==> src/rtl/maquina_jornal_param.sv <==
// Newspaper vending controller with credit in quarter units (25 centavos).
// A session starts on inicio; coins add credit, product requests deduct
// their price and release one paper, and refund (requested or after an idle
// timeout) pays the credit back one coin per cycle, largest coin first.
//
// state   | meaning
// --------+-----------------------------------------------------------
// IDLE    | no session, credit held at zero, waiting for inicio
// ACEITA  | accepting coins and requests, idle timer running
// ENTREGA | one-cycle release of the latched product
// DEVOLVE | paying back credit, one coin per cycle, then back to IDLE
module maquina_jornal_param #(
    parameter int CW          = 5,
    parameter int VALOR_U     = 4,
    parameter int PRECO_JL    = 2,
    parameter int PRECO_JN    = 4,
    parameter int CREDITO_MAX = 16,
    parameter int TIMEOUT     = 8
) (
    input  logic          clk,
    input  logic          rst,
    input  logic          inicio,
    input  logic          c,
    input  logic          u,
    input  logic          jl,
    input  logic          jn,
    input  logic          dt,
    output logic          ljl,
    output logic          ljn,
    output logic          td,
    output logic          dev_u,
    output logic          dev_c,
    output logic          rej,
    output logic [CW-1:0] credito,
    output logic [2:0]    ea
);

    // Counter wide enough to hold TIMEOUT itself.
    localparam int TW = $clog2(TIMEOUT + 1);

    // Credit arithmetic is done one bit wider so a coin on top of a nearly
    // full register cannot wrap before the overflow compare.
    localparam logic [CW:0]   UM_W       = (CW+1)'(1);
    localparam logic [CW:0]   VALOR_W    = (CW+1)'(VALOR_U);
    localparam logic [CW:0]   PRECO_JL_W = (CW+1)'(PRECO_JL);
    localparam logic [CW:0]   PRECO_JN_W = (CW+1)'(PRECO_JN);
    localparam logic [CW:0]   MAX_W      = (CW+1)'(CREDITO_MAX);
    localparam logic [CW-1:0] UM_C       = CW'(1);
    localparam logic [TW-1:0] TMO_W      = TW'(TIMEOUT);
    localparam logic [TW-1:0] TMO_UM     = TW'(1);

    typedef enum logic [2:0] {
        ST_IDLE    = 3'd0,
        ST_ACEITA  = 3'd1,
        ST_ENTREGA = 3'd2,
        ST_DEVOLVE = 3'd3
    } estado_t;

    estado_t       ea_q, ea_d;
    logic [CW-1:0] credito_q, credito_d;
    logic [TW-1:0] tmo_q, tmo_d;
    logic          rej_q, rej_d;
    logic          prod_jn_q, prod_jn_d;

    logic [CW:0]   cred_x;
    logic [CW:0]   soma_c;
    logic [CW:0]   soma_u;
    logic [TW-1:0] tmo_inc;
    logic          evento;

    assign cred_x  = {1'b0, credito_q};
    assign soma_c  = cred_x + UM_W;
    assign soma_u  = cred_x + VALOR_W;
    assign tmo_inc = tmo_q + TMO_UM;
    assign evento  = dt | jn | jl | c | u;

    // State, credit, idle timer, reject pulse and latched product registers.
    always_ff @(posedge clk or negedge rst) begin
        if (!rst) begin
            ea_q      <= ST_IDLE;
            credito_q <= '0;
            tmo_q     <= '0;
            rej_q     <= 1'b0;
            prod_jn_q <= 1'b0;
        end else begin
            ea_q      <= ea_d;
            credito_q <= credito_d;
            tmo_q     <= tmo_d;
            rej_q     <= rej_d;
            prod_jn_q <= prod_jn_d;
        end
    end

    // Next-state logic: one accepted event per ACEITA cycle, in priority order.
    always_comb begin
        ea_d      = ea_q;
        credito_d = credito_q;
        tmo_d     = tmo_q;
        rej_d     = 1'b0;
        prod_jn_d = prod_jn_q;

        case (ea_q)
            ST_IDLE: begin
                credito_d = '0;
                tmo_d     = '0;
                if (inicio) begin
                    ea_d = ST_ACEITA;
                end
            end

            ST_ACEITA: begin
                // Any request, even an unaffordable one, counts as activity.
                tmo_d = evento ? '0 : tmo_inc;

                if (dt) begin
                    ea_d = ST_DEVOLVE;
                end else if (jn) begin
                    if (cred_x >= PRECO_JN_W) begin
                        credito_d = CW'(cred_x - PRECO_JN_W);
                        prod_jn_d = 1'b1;
                        ea_d      = ST_ENTREGA;
                    end
                end else if (jl) begin
                    if (cred_x >= PRECO_JL_W) begin
                        credito_d = CW'(cred_x - PRECO_JL_W);
                        prod_jn_d = 1'b0;
                        ea_d      = ST_ENTREGA;
                    end
                end else if (c) begin
                    if (soma_c <= MAX_W) begin
                        credito_d = soma_c[CW-1:0];
                    end else begin
                        rej_d = 1'b1;
                    end
                end else if (u) begin
                    if (soma_u <= MAX_W) begin
                        credito_d = soma_u[CW-1:0];
                    end else begin
                        rej_d = 1'b1;
                    end
                end else if (tmo_inc == TMO_W) begin
                    ea_d = ST_DEVOLVE;
                end
            end

            ST_ENTREGA: begin
                tmo_d = '0;
                ea_d  = ST_ACEITA;
            end

            ST_DEVOLVE: begin
                tmo_d = '0;
                if (cred_x >= VALOR_W) begin
                    credito_d = CW'(cred_x - VALOR_W);
                end else if (credito_q != '0) begin
                    credito_d = credito_q - UM_C;
                end else begin
                    ea_d = ST_IDLE;
                end
            end

            default: begin
                ea_d      = ST_IDLE;
                credito_d = '0;
                tmo_d     = '0;
                prod_jn_d = 1'b0;
            end
        endcase
    end

    // Release and change outputs decoded only from registered state and credit.
    always_comb begin
        ljl   = 1'b0;
        ljn   = 1'b0;
        td    = 1'b0;
        dev_u = 1'b0;
        dev_c = 1'b0;

        case (ea_q)
            ST_ENTREGA: begin
                ljl = ~prod_jn_q;
                ljn = prod_jn_q;
            end
            ST_DEVOLVE: begin
                td = 1'b1;
                if (cred_x >= VALOR_W) begin
                    dev_u = 1'b1;
                end else if (credito_q != '0) begin
                    dev_c = 1'b1;
                end
            end
            default: begin
            end
        endcase
    end

    assign rej     = rej_q;
    assign credito = credito_q;
    assign ea      = ea_q;

endmodule

==> config.mk <==
export PLATFORM = sky130hd
export DESIGN_NAME = maquina_jornal_param
export DESIGN_NICKNAME = d
export VERILOG_FILES = /design/src/rtl/maquina_jornal_param.sv
export SDC_FILE = /design/constraint.sdc
export NUM_CORES = 1
export LEC_CHECK = 0
export CAP_MARGIN = 20
export CORE_ASPECT_RATIO = 0.5
export CORE_MARGIN = 1.5
export CORE_UTILIZATION = 45
export DETAILED_ROUTE_END_ITERATION = 8
export GPL_ROUTABILITY_DRIVEN = 0
export PLACE_DENSITY = 0.71
export SLEW_MARGIN = 10
export SYNTH_ARGS = -nofsm -noshare
export SYNTH_HDL_FRONTEND = slang
export SYNTH_SLANG_ARGS = --single-unit
==> constraint.sdc <==
create_clock -name clk -period 4.3 [get_ports clk]
set_input_delay 0.86 -clock clk [delete_from_list [all_inputs] [get_ports clk]]
set_output_delay 0.86 -clock clk [all_outputs]
set_load 0.005 [all_outputs]
==> results by group <==
Routing
  – Drt wl/cell: approximately 17 um
  – ANT nets after route: 0
  – 1st-iter DRT viols: 96
  – Via count: 1292
  – # DRC: 0
  – Pre-antenna DRT Iters: 4
  – Vias per cell: 6.04
  – Routed wire length: around 3600 um

Yosys
  – Warnings, synthesis: 0
  – Commonest cells post-synth: nor2_1 (16), dfrtp_1 (13), ha_1 (12)
  – Top_reg_cell synth: dfrtp_1
  – Number of synthesized flops with an enable pin: 0
  – Mapped cell area: 1350 sq um
  – Synth top area share: about a quarter
  – Ys async rst share: 100%
  – Synth area leader: dfrtp_1
  – Post-synthesis cell count: about 160
  – Syn Area/Cell: approximately 8.5 sq um
  – Library cells used by synthesis: 62
  – Post-synthesis net count: 179
  – #FFs+latches synth: 13
  – Most numerous cell in the Yosys netlist: nor2_1
  – Synth area leaders: dfrtp_1 (24%), ha_1 (11%), nor2_1 (4.5%)
  – Sequential-to-total area share from yosys stat: approximately 24%

Clock network
  – CTS Root Cell: clkbuf_8
  – Clock transition at path regs: 60 ps
  – # hold bufs at CTS: 0
  – CTS Buf Count: 3
  – CTS tree: done
  – CTS max path bufs: 2
  – CTS sink cnt: 13
  – Clk_lat worst skew: about 250 ps
  – Post-CTS Resized: 0
  – Postcts setup bufs: 0
  – H-tree levels: 1

Setup path
  – Critical Path Start Type: register
  – CP required: about 3400 ps
  – Reg2reg path depth: 7
  – CP Max Fanout: 11
  – CP Capture Type: primary output
  – Worst EP arrival: 2320 ps
  – Register-to-Register Setup Slack: between 1500 and 2000 ps
  – Crit Path Class: reg -> out

Timing
  – Fin Clk Skew: ~1.5 ps
  – Final min period: approximately 3200 ps
  – Max Fclk: ~310 MHz
  – Fin Setup TNS: 0 ps
  – Final Hold Viols: 0
  – RSZ-0062 raised after global routing: no
  – Slew Limit Fails: 0
  – Final Cycle Share: 73.9%
  – Max_slew headroom: between 60% and 70%
  – Worst-Margin Slew: slightly below 600 ps
  – Setup-failing EPs final: 0

Global routing
  – Global-route wire length before repair: 5930 um
  – GRT Overall Usage: a little under a quarter
  – Remaining global-route overflow: 0
  – Vias in the first global route: approximately 1200
  – Initial antenna violation count: 0
  – Largest net degree at the start of global routing: 17

Cells and area
  – Fill count: 240
  – Multi-input gate area: approximately 950 sq um
  – Diodes inserted: 0
  – P&R area growth vs syn: 19.1%
  – Layout Nets: 198
  – Share of cells above drive strength 1: 10.2%
  – Design area: roughly 1600 sq um
  – Seq. cell area: 325 sq um

Die
  – Die Ht: around 42 um
  – Starting Density: about half
  – Core area: between 2000 and 3000 sq um
  – Rows: 13
  – Die area: between 3000 and 4000 sq um
  – IO Pins: 22
  – Die Wd: between 80 and 90 um

Hold path
  – WHS Path Cells: 1
  – Hold Path Class: reg -> reg

Placed design
  – DP Area: about 1600 sq um
  – PortBufs: 20
  – Final HPWL DP: ~2700 um

Pwr
  – Maximum VDD drop: roughly 270 uV
  – Total power divided by cell area: ~600 nW/um^2
  – Pleak: 0.700 nW

Status
  – Status: complete, no violations

Job
  – Max Cap Viol: 0
power breakdown:
group / internal [mW] / switching (mW) / total, mW
Clock: 0.0642 / 0.0478 / 0.112
Combinational: 0.301 / 0.323 / 0.624
Sequential: 0.153 / 0.0858 / 0.239
per-layer routing:
metal	GRT usage, %	vias to the layer above	part of all wire (%)
met5	0	-	0
met4	9.66	0	2.1
met3	8.13	8	8.4
met2	33.8	57	43
met1	32.3	605	47
li1	-	622	-
worst paths after layout:
check	start	end
max in group asynchronous	rst	tmo_q[2]$_DFF_PN0_
worst max-delay path	credito[3]$_DFFE_PN0P_	dev_u
worst min register to register	tmo_q[0]$_DFF_PN0_	tmo_q[0]$_DFF_PN0_
min in group asynchronous	rst	tmo_q[0]$_DFF_PN0_
worst max register to register	credito[3]$_DFFE_PN0P_	credito[4]$_DFFE_PN0P_
worst min-delay path	tmo_q[0]$_DFF_PN0_	tmo_q[0]$_DFF_PN0_
worst max-delay path: stages, from the launching register on:
cell             delay [ps]
dfrtp_1                 500
inv_1                   230
ha_1                    170
or3b_4                  410
and2_4                  180
nor2_1                   80
clkdlybuf4s50_1         500
flip-flops by register name, indices dropped and copies added, names as in the netlist:
| register | count |
|---|---|
| credito | 5 |
| tmo_q | 4 |
| ea | 2 |
| prod_jn_q | 1 |
| rej | 1 |
final cells by class:
cell class                 count  share of cell area (%)
clock buffer                   3                    2.57
clock inverter                 1                   0.312
inverter                      11                    2.57
multi-input combinational    129                    58.9
sequential                    13                    20.3
tap                           37                    2.88
timing repair buffer          20                    12.5
placed cells by master (no fill, tap or decap), drive strengths merged, types with 3 or more instances in the layout:
cell type and count:
clkdlybuf4s50 20, nor2 16, dfrtp 13, ha 12, nand2 11, inv 11
a21oi 8, nand3 7, mux2i 5, nand2b 4, xnor2 4, a31oi 4
nand3b 3, a22oi 3, o21ai 3, or3 3, clkbuf 3, and3 3
through the flow:
stage | util, % | hold WS [ps] | std cells | power [mW] | worst slack (ps)
CTS | 59.1 | 469 | 214 | 0.973 | 1120
global placement | 57.4 | 455 | 210 | 0.856 | 1290
global route | 59.1 | 490 | 214 | 1.06 | 1030
finish | 59.1 | 461 | 214 | 0.975 | 1120
floorplan | - | 433 | 159 | 0.649 | 1980
detailed placement | 57.4 | 461 | 210 | 0.854 | 1140
cells by family after synthesis:
family	count (synthesis)	share of synthesized area, %
compound gates	41	23.3
xor+xnor	5	3.25
fa+ha+maj	12	11.1
buf+inv	17	5.66
flops	13	24.1
mux	7	5.39
other cells	1	0.278
simple gates	63	26.8
Power figures use the tool's default switching activity.
